### src/rtl/vx_cache_wb_drain.sv
// Write-back drain queue for one cache bank: buffers evicted dirty lines, coalesces
// repeat evictions of queued lines, and issues them in order as byte-masked writes.
module vx_cache_wb_drain #(
    parameter int LINE_SIZE  = 16,
    parameter int ADDR_WIDTH = 26,
    parameter int DEPTH      = 4,
    parameter int TAG_WIDTH  = 8
) (
    input  logic                         clk,
    input  logic                         reset,
    input  logic                         evict_valid,
    input  logic [ADDR_WIDTH-1:0]        evict_addr,
    input  logic [LINE_SIZE*8-1:0]       evict_data,
    input  logic [LINE_SIZE-1:0]         evict_byteen,
    output logic                         evict_ready,
    output logic                         mem_req_valid,
    output logic                         mem_req_rw,
    output logic [ADDR_WIDTH-1:0]        mem_req_addr,
    output logic [LINE_SIZE*8-1:0]       mem_req_data,
    output logic [LINE_SIZE-1:0]         mem_req_byteen,
    output logic [TAG_WIDTH-1:0]         mem_req_tag,
    input  logic                         mem_req_ready,
    input  logic [ADDR_WIDTH-1:0]        lookup_addr,
    output logic                         lookup_hit,
    output logic [$clog2(DEPTH+1)-1:0]   count,
    output logic                         empty
);
    localparam int DATA_W = LINE_SIZE * 8;
    localparam int PTR_W  = $clog2(DEPTH);
    localparam int CNT_W  = $clog2(DEPTH + 1);

    logic [DEPTH-1:0]      valid_q;
    logic [ADDR_WIDTH-1:0] addr_q   [DEPTH];
    logic [DATA_W-1:0]     data_q   [DEPTH];
    logic [LINE_SIZE-1:0]  byteen_q [DEPTH];
    logic [PTR_W-1:0]      head_q, tail_q;
    logic [CNT_W-1:0]      count_q;
    logic [TAG_WIDTH-1:0]  tag_q;

    logic [DEPTH-1:0] merge_sel;
    logic             merge_hit, dirty, full;
    logic             do_merge, do_enq, do_deq;

    // The head may already be on the memory bus, so it is never a merge target.
    always_comb begin
        merge_sel  = '0;
        lookup_hit = 1'b0;
        for (int i = 0; i < DEPTH; i++) begin
            merge_sel[i] = valid_q[i] && (PTR_W'(i) != head_q) && (addr_q[i] == evict_addr);
            if (valid_q[i] && (addr_q[i] == lookup_addr))
                lookup_hit = 1'b1;
        end
        merge_hit   = |merge_sel;
        dirty       = |evict_byteen;
        full        = (count_q == CNT_W'(DEPTH));
        evict_ready = !reset && (!dirty || merge_hit || !full);
        do_merge    = evict_valid && evict_ready && dirty && merge_hit;
        do_enq      = evict_valid && evict_ready && dirty && !merge_hit;
        do_deq      = mem_req_valid && mem_req_ready;
    end

    assign mem_req_valid  = (count_q != '0);
    assign mem_req_rw     = 1'b1;
    assign mem_req_addr   = addr_q[head_q];
    assign mem_req_data   = data_q[head_q];
    assign mem_req_byteen = byteen_q[head_q];
    assign mem_req_tag    = tag_q;
    assign count          = count_q;
    assign empty          = (count_q == '0);

    always_ff @(posedge clk) begin
        if (reset) begin
            valid_q <= '0;
            head_q  <= '0;
            tail_q  <= '0;
            count_q <= '0;
            tag_q   <= '0;
        end else begin
            if (do_deq) begin
                valid_q[head_q] <= 1'b0;
                head_q          <= head_q + PTR_W'(1);
                tag_q           <= tag_q + TAG_WIDTH'(1);
            end
            if (do_enq) begin
                valid_q[tail_q] <= 1'b1;
                tail_q          <= tail_q + PTR_W'(1);
            end
            case ({do_enq, do_deq})
                2'b10:   count_q <= count_q + CNT_W'(1);
                2'b01:   count_q <= count_q - CNT_W'(1);
                default: count_q <= count_q;
            endcase
        end
    end

    // Payload storage needs no reset; valid_q alone decides what is live.
    always_ff @(posedge clk) begin
        for (int i = 0; i < DEPTH; i++) begin
            if (do_merge && merge_sel[i]) begin
                for (int b = 0; b < LINE_SIZE; b++)
                    if (evict_byteen[b])
                        data_q[i][b*8 +: 8] <= evict_data[b*8 +: 8];
                byteen_q[i] <= byteen_q[i] | evict_byteen;
            end else if (do_enq && (PTR_W'(i) == tail_q)) begin
                addr_q[i]   <= evict_addr;
                data_q[i]   <= evict_data;
                byteen_q[i] <= evict_byteen;
            end
        end
    end

endmodule
### config.mk
export PLATFORM = sky130hd
export DESIGN_NAME = vx_cache_wb_drain
export DESIGN_NICKNAME = d
export VERILOG_FILES = /design/src/rtl/vx_cache_wb_drain.sv
export SDC_FILE = /design/constraint.sdc
export NUM_CORES = 1
export LEC_CHECK = 0
export ABC_AREA = 1
export BUFFER_PORTS_ARGS = -buffer_cell sky130_fd_sc_hd__buf_4
export CORE_MARGIN = 3
export CORE_UTILIZATION = 53
export DETAILED_ROUTE_END_ITERATION = 16
export PLACE_DENSITY = 0.77
export SETUP_SLACK_MARGIN = 0.02
export SLEW_MARGIN = 40
export SYNTH_ARGS = -nofsm -noshare
export SYNTH_HDL_FRONTEND = slang
export SYNTH_SLANG_ARGS = --single-unit
### constraint.sdc
create_clock -name clk -period 2.88 [get_ports clk]
set_input_delay 0.432 -clock clk [delete_from_list [all_inputs] [get_ports clk]]
set_output_delay 0.432 -clock clk [all_outputs]
set_load 0.05 [all_outputs]
==> results summary, run 1 <==
The flow ran to the end, but the final reports show violations. The checks that failed: setup timing. In this run the vertical extent of the chip is ~250 um. The share of synthesized registers carrying an async set or reset is 0%. After Yosys synthesis, XOR and XNOR cells account for under 10% of the synthesized area. When the netlist entered floorplanning its net count stood at 3142. The clock skew after layout came out at 0.0499 ns. The number of buffers created by CTS came out at 71. The tree is rooted in a clkbuf_16. In the final layout, the share of cells above drive strength 1 is 28.8%. The number of maximum-capacitance violations is 0. The power density over the cells is just over 800 mW/mm^2. The largest net degree at the start of global routing is 86.

In this run the horizontal extent of the chip is between 200 and 250 um. After Yosys synthesis, and, or, nand and nor cells account for 14.9% of the synthesized area. The library cells used most frequently in the layout, excluding fill and tap cells, are buf_4 (683), edfxtp_1 (680), nand2_1 (498). For this design the static power due to leakage is around 17 nW. The routed length per placed instance is between 20 and 30 um. For this run, the leading register cell type out of synthesis is edfxtp_1. Buffers placed on the I/O ports in this run total 384.

The wire length on met2 is 57900 um. The share of total power dissipated in combinational logic is 39.2%. The dominant cell type by area after synthesis is edfxtp_1. The DRC violation count after routing came out at 0. The fmax is ~320 MHz.

Ranked by total cell area, the synthesized netlist is headed by edfxtp_1 (65%), nand2_1 (6.5%), o21ai_0 (5.9%). For this block, wires on met1 add up to roughly 46000 um. By area, the combinational part of the netlist is dominated by simple AND/OR/NAND/NOR gates.

For this block, the initial DRC count from the detailed router was 3561. The most common cell after layout, fill and taps aside is buf_4. At the worst endpoint, the required time is roughly 2.5 ns. The critical path starts at addr_q[2][7].

The startpoint identified for the worst register-to-register timing path is addr_q[2][9]. The class of the most critical setup path is reg2out. After clock tree synthesis, the clock-pin slew on the worst setup and hold paths is ~0.070 ns. The share of the synthesized area in compound gates (AO/OA/AOI/OAI) is around an eighth. Measured against its own limit, the worst slew margin works out to around 35%. The area growth from synthesis to layout is 36.8%. The portion of the post-synthesis area used by sequential elements came out at around two thirds. The wire length reported by the detailed router is ~130000 um. The number of different library cells in the post-synthesis netlist is 43. The origin of the worst min-delay path is evict_data[74].

The smallest clock period supported by the final layout is computed as between 3 and 4 ns. The via count of the first global-routing pass is ~27000. The max-slew violation total from the final report is 0. The length of routed met3 wiring came out at around 16000 um. The hold violation count in the final report came out at 0.

Once placement finished, the instance area stood at about 0.038 sq mm. The post-synthesis instance area came out at 0.0312 sq mm. The maximum level of the CTS H-tree came out at 3.

The setup slack after layout came out at -0.218 ns. The number of synthesis warnings came out at 0. The first detailed-routing pass ran for 8 iterations.

Across all layers, the routed design uses approximately 28000 vias. The net switching power is around 14 mW. The final layout net count is 3971. The mean instance size in the synthesized netlist came out at about 11 sq um. The sum of negative setup slack is -1.37 ns. The kind of end point of the critical path is an output port. The weighted congestion at the end of routability-driven global placement is ~1.1. The proportion of power drawn by flip-flops and latches is 33.4%. Setup violations remaining at the end of the flow were counted as 57. The fraction of synthesized area in multiplexers is 0%. The full die area came out at 0.0618 sq mm.

The worst setup path is launched from a flop. The detail-routed via count per cell came out at around 6.1. The overall routing resource usage is 39.7%. The count of clock tree sinks is about 700.

Routed signal wires occupy layers up through met5. The clock latency on the worst-skew pair came out at approximately 0.64 ns. In this run the biggest area consumer among cell types represents around 65% of the synthesized area. The floorplan core area came out at 0.0580 sq mm. The number of antenna violations at the first check in global routing is 5. The placed wire-length estimate came out at 85500 um. In the synthesized netlist, the number of instances is slightly below 3000. The number of register bits inferred by synthesis came out at 701.

The smallest hold slack is 0.0129 ns. The min-delay analysis places its worst path in the category in2reg. The overflow left after global routing came out at 0. Counting flops with a built-in enable in the synthesized netlist gives 680. The cell-internal power is around 21 mW. The share of total power dissipated in the clock network is 27.4%. At the worst endpoint, the arrival time is 2.67 ns. The cell area after layout is around 0.043 sq mm.

TritonCTS built the clock tree. The starting density of the core is a little over half. The clock tree buffer depth is 3.

The wire length of the first global-routing pass is ~180000 um. The adder-cell share of the synthesized area came out at less than 1%. The worst IR drop on VDD is 963 uV.

After floorplanning, the core was divided into 88 placement rows. The total I/O pin count came out at between 300 and 400. The net switching share of the total power is approximately two fifths. The biggest fanout along the worst timing path came out at 4.

The actual transition at the worst max-transition pin is between 0.9 and 1 ns. Setup repair after global routing could not meet its margin everywhere. The final cycle utilization of the critical path came out at 108%. The detail route stage leaves a number of antenna-violating nets equal to 0.
registers in the layout, summed over array words and instances (netlist names), named ones only:
| register | count |
|---|---|
| addr_q | 104 |
| head_q | 2 |
| count | 3 |
| byteen_q | 64 |
| mem_req_tag | 8 |
| data_q | 512 |
| valid_q | 4 |
| tail_q | 2 |
timing repair:
| action | in CTS | in global routing |
|---|---|---|
| hold buffers | 106 | 0 |
| setup buffers | 25 | 28 |
| pin swaps | 28 | 39 |
| gates cloned | 4 | 0 |
| setup endpoints to repair | 470 | 620 |
| hold endpoints to repair | 402 | 0 |
| resized for setup | 76 | 168 |
synth_stat cells, types with 2 or more instances:
| cell | n |
|---|---|
| nand2_2 | 2 |
| nor4_1 | 17 |
| a21oi_1 | 78 |
| nor2_4 | 4 |
| xor2_1 | 12 |
| buf_2 | 6 |
| clkinv_1 | 2 |
| and2_1 | 4 |
| inv_2 | 20 |
| inv_1 | 183 |
| o22ai_1 | 195 |
| o21ai_2 | 9 |
| nand4_1 | 23 |
| nand3_1 | 25 |
| o2111ai_1 | 4 |
| clkbuf_1 | 111 |
| dfxtp_1 | 21 |
| o21a_1 | 3 |
| ha_1 | 10 |
| nand4_4 | 2 |
| o21ai_1 | 11 |
| a221oi_1 | 12 |
| buf_1 | 5 |
| nor3_1 | 36 |
| o21ai_0 | 369 |
| xnor2_1 | 31 |
| nand2_4 | 4 |
| buf_4 | 6 |
| buf_6 | 12 |
| edfxtp_1 | 680 |
| nand3b_1 | 4 |
| nand2_1 | 537 |
| nor2_1 | 470 |
| nor2_2 | 5 |
| or2_2 | 10 |
metal layers:
| layer | GRT usage [%] | up-vias |
|---|---|---|
| li1 | - | 11981 |
| met1 | 53.0 | 13472 |
| met3 | 9.88 | 407 |
| met4 | 16.2 | 2 |
| met5 | 0 | - |
| met2 | 62.6 | 2255 |
worst paths after layout:
| check | end | cells past startpoint | slack, ns |
|---|---|---|---|
| setup / recovery | evict_ready | 15 | -0.22 |
| hold / removal | data_q[2][74] | 1 | 0.01 |
| setup reg to reg | data_q[3][93] | 19 | -0.05 |
| hold reg to reg | mem_req_tag[6] | 2 | 0.49 |
cells by family (layout without fill, tap and decap cells):
family,Yosys count,after routing
adders and majority gates,11,11
buffers and inverters,346,1226
xor gates and xnor gates,43,43
AOI/OAI and AO/OA,684,684
DFF,701,701
other,1,6
and+or+nand+nor,1145,1145
stage by stage:
step	power (mW)	instances	setup slack [ns]	util, %
after floorplan	20.1	2931	-0.105	-
after global placement	24.8	4294	-0.632	65.1
after detailed placement	25.0	4294	-0.646	65.1
after CTS	34.8	4549	-0.227	72.2
after global routing	36.4	4578	-0.265	73.5
final	35.4	4581	-0.218	73.6
cell type report:
type                            count  area, sq um
Tap cell                          765          957
Sequential cell                   701        20900
Antenna cell                        5         12.5
Fill cell                        3656        15300
Inverter                          206          798
Clock inverter                     41          553
Multi-Input combinational cell   1884         9650
Timing Repair Buffer              896         8000
Clock buffer                       83         1850
worst max-delay path: stages, from the launching register on:
cell,delay (ns)
edfxtp_1,0.47
inv_1,0.12
nand2_2,0.12
o21ai_0,0.10
nor2_1,0.15
nand2_1,0.07
nor2_1,0.09
nand2_1,0.07
nor2_2,0.14
buf_4,0.13
nor2_2,0.04
nand3b_1,0.12
buf_4,0.13
nand2_2,0.04
inv_2,0.08
buf_8,0.15
power by group through the flow:
stage          logic (mW)  clock network [mW]  registers, mW
4_1_cts              13.4                9.56           11.8
5_1_grt              14.4                10.1           11.8
6_report             13.9                9.70           11.8
2_1_floorplan        8.06                   0           12.0
3_3_place_gp         12.8                   0           12.0
3_5_place_dp         13.0                   0           12.0
(Power assumes the default switching activity.)
==> inputs of run 2 (changes only) <==
Settings changed: SKIP_CTS_REPAIR_TIMING set to 1.
==> run 2 against run 1 <==
Cell count decreased by 1.7%; hold slack got worse by 0.0048 ns; critical path type unchanged; clock skew about the same; critical path depth decreased by 6; register-to-register slack improved by 0.03 ns; the flow still finishes with violations (setup timing).
==> results summary, run 2 (synthesis gave the netlist of run 1 again) <==
The run finished, with violations left. The checks that failed: setup timing. The register-to-register setup slack is -0.02 ns (+0.03 ns).

The largest net degree at the start of global routing came out at 109 (+27%). The wire length on met1 came out at 46300 um (about the same). The DRC violation count after routing came out at 0 (unchanged). The biggest fanout along the worst timing path came out at 3 (-1).

The instance count after placement with tap cells included came out at 4294 (unchanged). The via count of the first global-routing pass is 25689 (-6.0%). The flip-flop count of the largest register after layout came out at 512 (unchanged). The weighted congestion at the end of routability-driven global placement is 1.11 (unchanged). The arrival time at the worst endpoint came out at 2.69 ns (+0.02 ns). The worst slack after detailed placement is -0.646 ns (unchanged). The cell-internal power is 21.1 mW (about the same).

The cell sitting at the root of the clock tree is a clkbuf_16. Relative to the synthesized area, the layout overhead comes to 33.7%. The floorplan core area came out at 0.0580 sq mm (unchanged). The headroom to the max-slew limit came out at 37.6% (+2.2 points). The most critical setup path has its startpoint at addr_q[2][3]. The placed standard-cell area is 0.0378 sq mm (unchanged).

STA classifies the critical path endpoint as an output port. The maximum level of the CTS H-tree came to 3 (unchanged). The critical path in this run is classified as reg2out. The clock skew after layout came to 0.0496 ns (-0.000341 ns).

The count of placed standard cells in the final layout, fillers left out came to 4503 (-1.7%). The sum of negative setup slack is -0.498 ns (+0.872 ns). The worst register-to-register path ends at data_q[2][121]. The final layout net count is 3895 (-1.9%).

The final cycle utilization of the critical path came out at 108% (+0.70 points). The proportion of power drawn by flip-flops and latches came to 33.4% (about the same). The number of maximum-capacitance violations is 0 (unchanged). The number of fillers in the final layout came out at 3797 (+3.9%). The die width came out at 249 um (unchanged). The first-pass iteration count of the detailed router is 7 (-1). In the final layout, the registers with the most flip-flops are data_q x512, addr_q x104, byteen_q x64. The starting density of the core is 53.8% (unchanged). The violation count after the first detailed-routing iteration came out at 3966 (+11%). The net switching power came to 14.3 mW (-0.31%).

The length of routed met3 wiring came out at 16300 um (+1.5%). The worst setup path is launched from a flop. The overflow left after global routing is 0 (unchanged). The number of antenna violations at the first check in global routing came out at 9 (+4). The count of clock tree sinks came to 701 (unchanged). The worst path required time came out at 2.45 ns (about the same). The setup slack after layout came out at -0.238 ns (-0.0201 ns).

The count of cells along the worst hold path is 1 (unchanged). In this run the worst hold path is classified as in2reg. The detail-routed via count per cell came out at 6.14 (about the same).

The wire length of the first global-routing pass came out at 168000 um (-7.2%). The minimum clock period came out at 3.12 ns (+0.0201 ns). The register with the most flip-flops is data_q. The fraction of final layout cells with drive strength greater than 1 came out at 28.1% (-0.65 points). The total power after layout is 35.4 mW (-0.17%). The count of vias placed by the detailed router was 27650 (-1.7%). The power density over the cells came out at 848 mW/mm^2 (+2.1%).

The area taken by flip-flops and latches is 0.0209 sq mm (about the same). The core occupancy in the finished layout was 71.9% (-1.7 points). The total of endpoints with negative setup slack in the final report is 4 (-93%). The net switching share of the total power is 40.4% (-0.056 points). The clock latency on the worst-skew pair is 0.63 ns (about the same). The clock tree from TritonCTS is done.

Routed signal wires occupy layers up through met5. The worst hold path begins at evict_data[7]. The full die area came out at 0.0618 sq mm (unchanged).

The power share of the combinational group came out at 39.3% (about the same). The max-slew violation total from the final report is 0 (unchanged). The clock tree buffer depth is 3 (unchanged). The wire length on met2 is 57200 um (-1.3%). The CTS clock-pin slew for the worst setup and hold paths came out at 0.07 ns (about the same). In this run the critical register-to-register path is launched from addr_q[2][7]. The worst IR drop on VDD is 911 uV (-5.4%). In the layout the commonest cells are buf_4 (684), edfxtp_1 (680), nand2_1 (509).

The smallest hold slack is 0.00812 ns (-0.00476 ns). The worst hold path terminates at data_q[2][7]. The overall routing resource usage came to 36.7% (-2.9 points).

The cell row count is 88 (unchanged). The fmax was 321 MHz (-0.65%). The number of buffers added on ports is 384 (unchanged). The area used by multi-input combinational logic came out at 0.00943 sq mm (-2.3%).

Leaving out fill and tap cells, the most frequent cell in the layout is buf_4. The leakage dissipation is 16.6 nW (-2.2%). Setup repair after global routing could not meet its margin everywhere. The path depth of the worst reg2reg path came out at 16 (-3). The actual transition at the worst max-transition pin is 0.927 ns (-0.0329 ns).

The hold violation count in the final report was 0 (unchanged). The total I/O pin count came out at 386 (unchanged). The die extent in y is 249 um (unchanged). The cell area after layout came out at 0.0417 sq mm (-2.3%).

The number of buffers created by CTS was 71 (unchanged). The portion of total power attributed to the clock network came to 27.2% (-0.2 points). The antenna violation net count after detailed routing came out at 0 (unchanged). The routed length per placed instance was 27.9 um (+0.80%). The wire length reported by the detailed router came out at 126000 um (-0.91%). The placed wire-length estimate was 85500 um (unchanged).
run 2: cell count changes in the layout (fill, tap and decap cells not counted), sizes merged:
cell and change:
dlygate4sd3 -69, clkbuf +9, clkinv +1, buf -17, diode -2
run 2: metal layers:
layer,GRT usage [%],up-vias
li1,-,11824
met1,50.6,13183
met2,56.8,2267
met3,9.37,370
met4,13.7,6
met5,0,-
run 2: worst max-delay path by stage:
| stage | to | slack, ns |
|---|---|---|
| 2_1_floorplan | addr_q[0][0] | -0.10 |
| 3_5_place_dp | byteen_q[2][13] | -0.65 |
| 5_1_grt | evict_ready | -0.27 |
| 3_3_place_gp | byteen_q[2][13] | -0.63 |
| 6_report | lookup_hit | -0.24 |
| 4_1_cts | evict_ready | -0.46 |
run 2: layout make-up:
type	instances	share of cell area, %
Antenna cell	3	0.0180
Clock buffer	83	4.44
Clock inverter	41	1.33
Inverter	206	1.95
Multi-Input combinational cell	1884	22.6
Sequential cell	701	50.0
Tap cell	765	2.29
Timing Repair Buffer	819	17.4
Timing Repair inverter	1	0.0270
run 2: critical path: stages, from the launching register on:
cell and delay, ns:
edfxtp_1 0.47, inv_1 0.12, buf_4 0.14, o22ai_1 0.15, nor4_1 0.41, nand3_1 0.23, nor2_2 0.19, a31oi_1 0.06
nand2_1 0.09, buf_4 0.21
run 2: power by group through the flow:
stage | Combinational (mW) | Clock (mW) | Sequential, mW
2_1_floorplan | 8.06 | 0 | 12.0
6_report | 13.9 | 9.63 | 11.8
4_1_cts | 13.1 | 9.56 | 11.8
3_5_place_dp | 13.0 | 0 | 12.0
5_1_grt | 14.4 | 10.1 | 11.8
3_3_place_gp | 12.8 | 0 | 12.0
